**src/rtl/pulse_timing_monitor_pkg.sv**
```systemverilog
// Shared types and constants for the pixel control waveform timing monitor.
// Channel indices follow the bit order of sig_in / chan_en.
package pulse_timing_monitor_pkg;

    localparam int NCH_DEF = 7;
    localparam int CW_DEF  = 12;

    typedef enum logic [1:0] {
        IDLE = 2'b00,
        MEAS = 2'b01,
        DONE = 2'b10
    } state_e;

    localparam int CH_VD1      = 0;
    localparam int CH_VD2      = 1;
    localparam int CH_SW1      = 2;
    localparam int CH_SW2      = 3;
    localparam int CH_SH       = 4;
    localparam int CH_SH_CMP   = 5;
    localparam int CH_SH_RESET = 6;

endpackage

```
**src/rtl/pulse_timing_monitor_edge_capture.sv**
```systemverilog
// Per-channel first-pulse capture: rise time and high duration of the
// first complete pulse seen after the last clear.
module pulse_timing_monitor_edge_capture
    import pulse_timing_monitor_pkg::*;
#(
    parameter int CW = CW_DEF
) (
    input  logic          clk,
    input  logic          reset,
    input  logic          clear,
    input  logic          meas,
    input  logic          sig,
    input  logic [CW-1:0] cnt,
    output logic [CW-1:0] rise,
    output logic [CW-1:0] high,
    output logic          got_rise,
    output logic          got_fall
);

    logic          prev_q, prev_d;
    logic [CW-1:0] rise_q, rise_d;
    logic [CW-1:0] high_q, high_d;
    logic          got_rise_q, got_rise_d;
    logic          got_fall_q, got_fall_d;

    always_comb begin
        prev_d     = sig;
        rise_d     = rise_q;
        high_d     = high_q;
        got_rise_d = got_rise_q;
        got_fall_d = got_fall_q;
        if (clear) begin
            rise_d     = '0;
            high_d     = '0;
            got_rise_d = 1'b0;
            got_fall_d = 1'b0;
        end else if (meas) begin
            if (!got_rise_q && sig && !prev_q) begin
                rise_d     = cnt;
                got_rise_d = 1'b1;
            end
            // a fall only counts once its rise is registered, so a level
            // that was already high at arm never produces a pulse
            if (got_rise_q && !got_fall_q && !sig && prev_q) begin
                high_d     = cnt - rise_q;
                got_fall_d = 1'b1;
            end
        end
    end

    always_ff @(posedge clk or posedge reset) begin
        if (reset) begin
            prev_q     <= 1'b0;
            rise_q     <= '0;
            high_q     <= '0;
            got_rise_q <= 1'b0;
            got_fall_q <= 1'b0;
        end else begin
            prev_q     <= prev_d;
            rise_q     <= rise_d;
            high_q     <= high_d;
            got_rise_q <= got_rise_d;
            got_fall_q <= got_fall_d;
        end
    end

    assign rise     = rise_q;
    assign high     = high_q;
    assign got_rise = got_rise_q;
    assign got_fall = got_fall_q;

endmodule

```
**src/rtl/pulse_timing_monitor.sv**
```systemverilog
// Receive-side timing checker: arms on start, measures first pulse per
// channel against a local counter, and exposes results through a sel mux.
module pulse_timing_monitor
    import pulse_timing_monitor_pkg::*;
#(
    parameter int NCH = NCH_DEF,
    parameter int CW  = CW_DEF
) (
    input  logic           clk,
    input  logic           reset,
    input  logic           start,
    input  logic [NCH-1:0] chan_en,
    input  logic [NCH-1:0] sig_in,
    input  logic [2:0]     sel,
    output logic           busy,
    output logic           valid,
    output logic           timeout,
    output logic [CW-1:0]  rd_rise,
    output logic [CW-1:0]  rd_high,
    output logic [1:0]     rd_flags
);

    localparam logic [CW-1:0] CNT_MAX = {CW{1'b1}};

    state_e         state_q, state_d;
    logic [CW-1:0]  cnt_q, cnt_d;
    logic [NCH-1:0] en_q, en_d;
    logic           busy_q, busy_d;
    logic           valid_q, valid_d;
    logic           timeout_q, timeout_d;
    logic [CW-1:0]  rd_rise_q, rd_rise_d;
    logic [CW-1:0]  rd_high_q, rd_high_d;
    logic [1:0]     rd_flags_q, rd_flags_d;

    logic [CW-1:0]  rise_w [NCH];
    logic [CW-1:0]  high_w [NCH];
    logic [NCH-1:0] got_rise_w;
    logic [NCH-1:0] got_fall_w;
    logic           meas;
    logic           complete;

    assign meas     = (state_q == MEAS) && !start;
    assign complete = ((got_fall_w & en_q) == en_q);

    for (genvar i = 0; i < NCH; i++) begin : g_ch
        pulse_timing_monitor_edge_capture #(
            .CW(CW)
        ) u_edge_capture (
            .clk      (clk),
            .reset    (reset),
            .clear    (start),
            .meas     (meas),
            .sig      (sig_in[i]),
            .cnt      (cnt_q),
            .rise     (rise_w[i]),
            .high     (high_w[i]),
            .got_rise (got_rise_w[i]),
            .got_fall (got_fall_w[i])
        );
    end

    always_comb begin
        state_d   = state_q;
        cnt_d     = cnt_q;
        en_d      = en_q;
        busy_d    = busy_q;
        valid_d   = valid_q;
        timeout_d = timeout_q;
        if (start) begin
            state_d   = MEAS;
            cnt_d     = '0;
            en_d      = chan_en;
            busy_d    = 1'b1;
            valid_d   = 1'b0;
            timeout_d = 1'b0;
        end else if (state_q == MEAS) begin
            if (cnt_q != CNT_MAX) begin
                cnt_d = cnt_q + 1'b1;
            end
            if (complete) begin
                state_d = DONE;
                busy_d  = 1'b0;
                valid_d = 1'b1;
            end else if (cnt_q == CNT_MAX) begin
                state_d   = DONE;
                busy_d    = 1'b0;
                valid_d   = 1'b1;
                timeout_d = 1'b1;
            end
        end
    end

    always_comb begin
        rd_rise_d  = '0;
        rd_high_d  = '0;
        rd_flags_d = '0;
        for (int i = 0; i < NCH; i++) begin
            if (sel == 3'(i)) begin
                rd_rise_d  = rise_w[i];
                rd_high_d  = high_w[i];
                rd_flags_d = {got_fall_w[i], got_rise_w[i]};
            end
        end
    end

    always_ff @(posedge clk or posedge reset) begin
        if (reset) begin
            state_q    <= IDLE;
            cnt_q      <= '0;
            en_q       <= '0;
            busy_q     <= 1'b0;
            valid_q    <= 1'b0;
            timeout_q  <= 1'b0;
            rd_rise_q  <= '0;
            rd_high_q  <= '0;
            rd_flags_q <= '0;
        end else begin
            state_q    <= state_d;
            cnt_q      <= cnt_d;
            en_q       <= en_d;
            busy_q     <= busy_d;
            valid_q    <= valid_d;
            timeout_q  <= timeout_d;
            rd_rise_q  <= rd_rise_d;
            rd_high_q  <= rd_high_d;
            rd_flags_q <= rd_flags_d;
        end
    end

    assign busy     = busy_q;
    assign valid    = valid_q;
    assign timeout  = timeout_q;
    assign rd_rise  = rd_rise_q;
    assign rd_high  = rd_high_q;
    assign rd_flags = rd_flags_q;

endmodule

```
**config.mk**
```make
export PLATFORM = sky130hd
export DESIGN_NAME = pulse_timing_monitor
export DESIGN_NICKNAME = d
export VERILOG_FILES = /design/src/rtl/pulse_timing_monitor_pkg.sv /design/src/rtl/pulse_timing_monitor_edge_capture.sv /design/src/rtl/pulse_timing_monitor.sv
export SDC_FILE = /design/constraint.sdc
export NUM_CORES = 1
export LEC_CHECK = 0
export ABC_AREA = 1
export CELL_PAD_IN_SITES_DETAIL_PLACEMENT = 1
export CELL_PAD_IN_SITES_GLOBAL_PLACEMENT = 1
export CORE_MARGIN = 4
export CORE_UTILIZATION = 40
export DETAILED_ROUTE_END_ITERATION = 8
export GPL_TIMING_DRIVEN = 0
export PLACE_DENSITY = 0.83
export SETUP_SLACK_MARGIN = 0.1
export SLEW_MARGIN = 10
export SYNTH_ARGS = -nofsm -noshare
export SYNTH_HDL_FRONTEND = slang
export SYNTH_HIERARCHICAL = 1
export SYNTH_SLANG_ARGS = --single-unit
export TNS_END_PERCENT = 10
```
**constraint.sdc**
```tcl
create_clock -name clk -period 2.12 [get_ports clk]
set_input_delay 0.318 -clock clk [delete_from_list [all_inputs] [get_ports clk]]
set_output_delay 0.318 -clock clk [all_outputs]
set_load 0.01 [all_outputs]
```
==> results of run 1 <==
==> worst min path at each step <==
| stage | cells past startpoint | to | startpoint |
|---|---|---|---|
| floorplan | 0 | g_ch[0].u_edge_capture/prev_q | sig_in[0] |
| global placement | 2 | en_q[1] | en_q[1] |
| detailed placement | 2 | en_q[5] | en_q[5] |
| CTS | 2 | g_ch[6].u_edge_capture/got_rise | start |
| global route | 2 | g_ch[6].u_edge_capture/got_rise | start |
| finish | 2 | g_ch[6].u_edge_capture/got_rise | start |
==> sequential cells by signal (all words and copies together) (netlist names) <==
name / count
state_q: 2
rd_rise: 12
g_ch.u_edge_capture/got_fall: 7
rd_flags: 2
g_ch.u_edge_capture/got_rise: 7
g_ch.u_edge_capture/high: 84
g_ch.u_edge_capture/rise: 84
cnt_q: 12
rd_high: 12
timeout: 1
en_q: 7
g_ch.u_edge_capture/prev_q: 7
==> stage by stage <==
step	setup TNS, ns	hold WS [ns]	instance area [um2]	power, uW	worst slack [ns]
6_report	-0.05510	0.08291	19420	13040	-0.04783
5_1_grt	-0.4364	0.09456	19410	13520	-0.1013
4_1_cts	0	0.06337	18500	12710	0.06105
3_5_place_dp	-158.46	0.4625	16830	6992	-1.118
3_3_place_gp	-488.26	0.4603	16780	6852	-2.467
2_1_floorplan	0	0.3494	15660	6360	0.06402
==> what timing repair did <==
| action | in CTS | in global routing |
|---|---|---|
| resized for setup | 77 | 117 |
| buffers inserted | 55 | 39 |
| pin swaps | 28 | 45 |
| setup endpoints to repair | 197 | 139 |
| hold endpoints to repair | 0 | 0 |
| cloned | 1 | 0 |
==> power breakdown <==
group / internal, uW / leakage [uW] / switching [uW] / total [uW]
combinational: 1030 / 0.00614 / 1830 / 2850
clock: 3400 / 0.000512 / 2100 / 5500
sequential: 4610 / 0.00324 / 84.0 / 4690
total: 9030 / 0.00989 / 4010 / 13000
==> per-layer routing <==
layer | part of all wire (%) | global-route usage (%) | routed length (um)
met4 | 6.8 | 12.19 | 4492
met2 | 47 | 48.03 | 31100
met1 | 40 | 36.44 | 26230
met3 | 6.5 | 3.593 | 4323
met5 | 0 | 0 | 0
==> cell type report <==
cell class | instances | area, um2
Buffer | 65 | 475.5
Clock inverter | 13 | 219.0
Antenna cell | 1 | 2.502
Tap cell | 518 | 648.1
Fill cell | 4831 | 19230
Inverter | 354 | 1414
Multi-Input combinational cell | 1530 | 8447
Clock buffer | 39 | 813.3
Sequential cell | 237 | 5971
Timing Repair Buffer | 144 | 1428
==> cell families after synthesis <==
| kind of cell | Yosys count |
|---|---|
| simple gates | 1220 |
| xor+xnor | 15 |
| compound gates | 209 |
| fa+ha+maj | 85 |
| buf+inv | 419 |
| flops | 237 |
==> cells in the final DEF (no fill, tap or decap), drive strengths merged <==
cell type,instances
o21ai,143
clkinv,13
clkbuf,50
o31ai,7
a21oi,43
a22o,7
nand4,91
inv,348
nor2,194
a21o,2
nand3,251
nor3,10
xor2,8
nand2,675
buf,152
fa,7
ha,78
xnor2,7
diode,1
o21bai,7
dfrtp,237
clkdlybuf4s50,46
bufinv,6
==> synthesized netlist by cell type <==
| cell type | n |
|---|---|
| buf_2 | 21 |
| a21o_1 | 2 |
| ha_1 | 78 |
| nor2_8 | 1 |
| o21bai_1 | 7 |
| nand3_1 | 236 |
| buf_6 | 17 |
| xor2_1 | 8 |
| o31ai_1 | 7 |
| o21ai_1 | 38 |
| clkbuf_1 | 10 |
| xnor2_1 | 7 |
| nor2_4 | 8 |
| fa_1 | 7 |
| buf_4 | 17 |
| inv_1 | 331 |
| nor3_2 | 8 |
| nor3_4 | 2 |
| inv_2 | 23 |
| a22o_2 | 7 |
| nand2_1 | 668 |
| nor2_2 | 18 |
| o21ai_2 | 42 |
| dfrtp_1 | 237 |
| nand3_2 | 15 |
| nor2_1 | 166 |
| o21ai_0 | 63 |
| nand2_2 | 7 |
| nand4_1 | 91 |
| a21oi_1 | 43 |
==> results.py, run 1 <==
metrics = {
    "routing": {
        "postRouteAntennaNets": 0,
        "first_iter_violations": 1261,
        "via_per_inst": 5.661,
        "remaining_drc_errors": 0,
        "wirelength_um": 66150,
        "wl_per_cell_um": 22.80,
        "vias": 16420,
        "drt_first_pass_iters": 6,
    },
    "sta": {
        "period_share_pct": 102.3,
        "setup_slack_ns": -0.04783,
        "max_freq_ghz": 0.4613,
        "fin_crit_ns": 2.168,
        "setup_viol": 2,
        "finalClockSkew_ns": 0.01397,
        "worstMarginPinSlew_ns": 1.135,
        "hold_viol_final": 0,
        "slew_headroom_pct": 24.26,
        "rsz0062_at_grt": "yes",
        "slew_violations": 0,
    },
    "synth": {
        "synth_xor_area_share_pct": 0.8391,
        "ys_ff_latch": 237,
        "syn-instance-count": 2185,
        "yosysWarnings": 6,
        "synth.area.top_cells": "dfrtp_1 38%, nand2_1 16%, inv_1 7.9%, nand3_1 7.5%, ha_1 6.2%",
        "synth.distinct_cells": 30,
        "synth_top_area_share_pct": 37.88,
        "yosys.area.top_type": "dfrtp_1",
        "synth_area_um2": 15660,
        "synth_mux_area_share_pct": 0,
        "yosysSeqAreaShare_pct": 37.88,
        "yosys.area_share.simple_pct": 34.55,
        "synth_nets": 2290,
        "synth_compound_area_share_pct": 8.167,
        "synth_top_family_by_area": "simple AND/OR/NAND/NOR gates",
        "syn_avg_cell_area_um2": 7.166,
        "synth_adder_area_share_pct": 7.128,
    },
    "worst_setup_path": {
        "reg2reg_slack_ns": -0.05,
        "cp_num_buf_inv": 5,
        "start_kind": "flip-flop",
        "path_class": "flip-flop to flip-flop",
        "critPathLaunch": "cnt_q[0]",
        "critPathCapture": "g_ch[5].u_edge_capture/high[6]",
        "cp-end-kind": "flip-flop",
        "reg2reg_depth": 13,
        "crit_arrival_ns": 2.66,
        "crit_path_cell_trace": "buf_12 -> clkinv_8 -> ha_4 -> inv_4 -> fa_2 -> inv_2 -> nor2_2 -> nor2_2 -> buf_4 -> o21ai_4 -> nand2_1 -> nand2_1 -> o21ai_2",
        "cp_num_cells": 13,
        "cp_slowest_stage_delay_ns": 0.49,
        "critical_path.slowest_cell": "dfrtp_4",
        "timing.rr.end": "g_ch[5].u_edge_capture/high[6]",
        "cp_data_required_time_ns": 2.61,
        "cp_max_fo": 7,
        "critical_path.top_delay_family": "buffers and inverters",
        "r2r-start": "cnt_q[0]",
    },
    "global_routing": {
        "grt_first_pass_wirelength_um": 93270,
        "first_global_vias": 16590,
        "grt_max_degree": 32,
        "overflow": 0,
        "grt_antenna_before_repair": 1,
        "track_usage_pct": 28.31,
    },
    "clock_tree": {
        "numCtsBuffers": 28,
        "cts_tree": "yes",
        "cts_sinks": 237,
        "cts_hold_buffers": 0,
        "clock_latency_ns": 0.57,
        "clk_pin_slew_ns": 0.06,
        "root_buffer": "clkbuf_16",
        "cts_max_level": 1,
        "cts_buffer_depth": 3,
    },
    "power_and_ir_drop": {
        "leakagePower_uw": 0.009892,
        "p_per_area_nw_per_um2": 671.6,
        "vdd_drop_max_uv": 656.0,
    },
    "die": {
        "fp.dieArea_um2": 42370,
        "chipWidth_um": 205.8,
        "initial_core_util_pct": 40.51,
        "core_um2": 38650,
        "die_h_um": 205.8,
        "fp-row-count": 72,
        "io_pins": 49,
    },
    "place": {
        "place_hpwl_um": 43340,
        "portBuffers": 47,
        "place_inst": 2753,
        "place_congestion": 0.9212,
    },
    "run": {
        "maxCapViolCount": 0,
    },
    "layout": {
        "synthToLayoutAreaGrowth_pct": 24.01,
        "fin_util_pct": 50.24,
        "nets": 2465,
        "drive_above_1_share_pct": 18.93,
        "stdcell_count": 2901,
    },
    "run_status": {
        "failed_checks": "setup timing",
        "status": "finished with violations",
    },
    "worst_hold_path": {
        "hold_path_class": "input pin to flip-flop",
    },
}
No activity file was read; power rests on OpenSTA's default activity.
==> run 2: changes to the inputs <==
--- a/config.mk
+++ b/config.mk
@@ -10,8 +10,8 @@
 export CELL_PAD_IN_SITES_GLOBAL_PLACEMENT = 1
 export CORE_MARGIN = 4
 export CORE_UTILIZATION = 40
+export CTS_CLUSTER_SIZE = 14
 export DETAILED_ROUTE_END_ITERATION = 8
-export GPL_TIMING_DRIVEN = 0
 export PLACE_DENSITY = 0.83
 export SETUP_SLACK_MARGIN = 0.1
 export SLEW_MARGIN = 10
==> run 2 against run 1 <==
Against the previous run:
- the run now ends clean
- final cell count down 2.3%
- fmax rose by 5.9%
- sequential share of layout area grew 1.6 points
- routed wire length shrank 6.3%
- non-clock buffer count down 68
- critical endpoint is now g_ch[4].u_edge_capture/high[8]
- largest cell class unchanged
==> results.py, run 2 (synthesized netlist as in run 1, its figures left out) <==
metrics = {
    "power_and_ir_drop": {
        "clkPwrFrac_pct": 42.4,
        "power.switching_uw": 3878,
        "seqPwrFrac_pct": 37.6,
        "p_total_uw": 12480,
        "power_frac_comb_pct": 20.0,
        "p_per_area_nw_per_um2": 680.3,
        "vdd_drop_max_uv": 633.4,
        "leakagePower_uw": 0.009498,
        "sw_frac_of_total_pct": 31.08,
        "p_int_uw": 8601,
    },
    "sta": {
        "setup_slack_ns": 0.07215,
        "finalClockSkew_ns": 0.02017,
        "whs_ns": 0.04511,
        "setup_viol": 0,
        "rsz0062_at_grt": "yes",
        "period_share_pct": 96.60,
        "hold_viol_final": 0,
        "slew_headroom_pct": 28.32,
        "fin_crit_ns": 2.048,
        "max_freq_ghz": 0.4883,
        "slew_violations": 0,
        "worstMarginPinSlew_ns": 1.074,
    },
    "global_routing": {
        "grt_max_degree": 38,
        "track_usage_pct": 29.07,
        "first_global_vias": 15970,
        "overflow": 0,
        "grt_first_pass_wirelength_um": 94000,
        "grt_antenna_before_repair": 0,
    },
    "routing": {
        "postRouteAntennaNets": 0,
        "wirelength_um": 61950,
        "vias": 15500,
        "via_per_inst": 5.472,
        "wl_per_cell_um": 21.87,
        "remaining_drc_errors": 0,
        "drt_first_pass_iters": 5,
        "first_iter_violations": 1184,
    },
    "worst_setup_path": {
        "cp_num_buf_inv": 5,
        "cp-end-kind": "flip-flop",
        "path_class": "flip-flop to flip-flop",
        "cp_max_fo": 5,
        "critical_path.slowest_cell": "dfrtp_1",
        "crit_path_cell_trace": "buf_6 -> inv_4 -> ha_4 -> inv_2 -> fa_2 -> inv_2 -> nor2_2 -> nor2_2 -> inv_2 -> nand2_1 -> nand2_1 -> nand2_1 -> nand2_1 -> o21ai_2",
        "cp_data_required_time_ns": 2.64,
        "cp_slowest_stage_delay_ns": 0.41,
        "critical_path.top_delay_family": "adder cells",
        "crit_arrival_ns": 2.56,
        "crit_top_cell": "nand2_1",
        "start_kind": "flip-flop",
    },
    "die": {
        "initial_core_util_pct": 40.51,
        "die_h_um": 205.8,
        "fp.dieArea_um2": 42370,
        "io_pins": 49,
        "core_um2": 38650,
        "chipWidth_um": 205.8,
        "fp-row-count": 72,
    },
    "run_status": {
        "status": "completed",
    },
    "layout": {
        "drive_above_1_share_pct": 13.87,
        "nets": 2397,
        "fin_util_pct": 47.47,
        "final_common_cell": "nand2_1",
        "register_area_um2": 5931,
        "mostFrequentLayoutCells": "660 x nand2_1, 309 x inv_1, 237 x dfrtp_1, 236 x nand3_1, 161 x nor2_1",
        "synthToLayoutAreaGrowth_pct": 17.16,
        "multiInputGateArea_um2": 8050,
        "design_area_um2": 18340,
        "n_fill_cell": 4882,
    },
    "clock_tree": {
        "cts_hold_buffers": 0,
        "cts_tree": "yes",
        "root_buffer": "clkbuf_16",
        "clock_latency_ns": 0.60,
        "clk_pin_slew_ns": 0.06,
        "cts_max_level": 1,
        "cts_buffer_depth": 3,
        "numCtsBuffers": 29,
        "cts_sinks": 237,
    },
    "place": {
        "dpl_cell_area_um2": 17080,
        "place_hpwl_um": 47150,
        "portBuffers": 48,
        "pre_cts_slack_ns": -0.08538,
        "place_congestion": 1.013,
    },
    "worst_hold_path": {
        "hold_path_class": "input pin to flip-flop",
    },
    "run": {
        "maxCapViolCount": 0,
    },
}
==> run 2: cell types whose count changed in the layout (fill, tap and decap cells not counted), sizes merged <==
cell,delta
buf,-58
inv,+8
bufinv,-3
clkdlybuf4s50,+1
clkbuf,-8
clkinv,-8
clkinvlp,+1
nor2,-1
==> run 2: tightest hold or removal path: cells and delay by family <==
| family | cells | cell delay, ns |
|---|---|---|
| buffers and inverters | 1 | 0.16 |
| and+or+nand+nor | 2 | 0.11 |
==> run 2: layout make-up <==
cell class	instances	area share (%)
Timing Repair Buffer	141	7.482
Antenna cell	1	0.01364
Clock inverter	11	0.8253
Inverter	354	7.326
Clock buffer	42	4.604
Sequential cell	237	32.33
Tap cell	518	3.533
Multi-Input combinational cell	1529	43.89
==> run 2: final timing paths <==
kind | startpoint | to | slack, ns | depth (start not counted)
min in group asynchronous | reset | g_ch[2].u_edge_capture/rise[5] | 0.61 | 3
min | start | en_q[1] | 0.05 | 3
max in group asynchronous | reset | g_ch[1].u_edge_capture/high[6] | 1.13 | 3
min reg2reg | en_q[1] | en_q[1] | 0.47 | 2
max reg2reg | cnt_q[0] | g_ch[4].u_edge_capture/high[8] | 0.07 | 14
max | cnt_q[0] | g_ch[4].u_edge_capture/high[8] | 0.07 | 14
==> run 2: power by group through the flow <==
stage,Combinational [uW],Sequential [uW],Clock [uW]
finish,2490,4700,5290
floorplan,1600,4760,0
global placement,2180,4770,0
detailed placement,2310,4770,0
global route,2780,4700,5570
CTS,2380,4690,5340
==> run 2: timing repair <==
item	in CTS	in global routing
setup endpoints to repair	17	87
resized for setup	11	50
pin swaps	3	20
setup buffers	5	12
==> run 2: layer usage <==
layer  part of all wire (%)  GRT usage, %  vias up  wire length (um)
met2                     45         45.83      497             28090
li1                       -             -     7197                 -
met1                     41         37.95     7662             25440
met3                    8.6         7.738      147              5350
met5                      0             0        -                 0
met4                    5.0         12.14        0              3076
==> run 2: per-stage QoR <==
stage / TNS, ns / std cells
2_1_floorplan: 0 / 2185
4_1_cts: 0 / 2820
5_1_grt: -0.02167 / 2832
3_5_place_dp: -1.044 / 2762
6_report: 0 / 2833
3_3_place_gp: -0.6587 / 2762
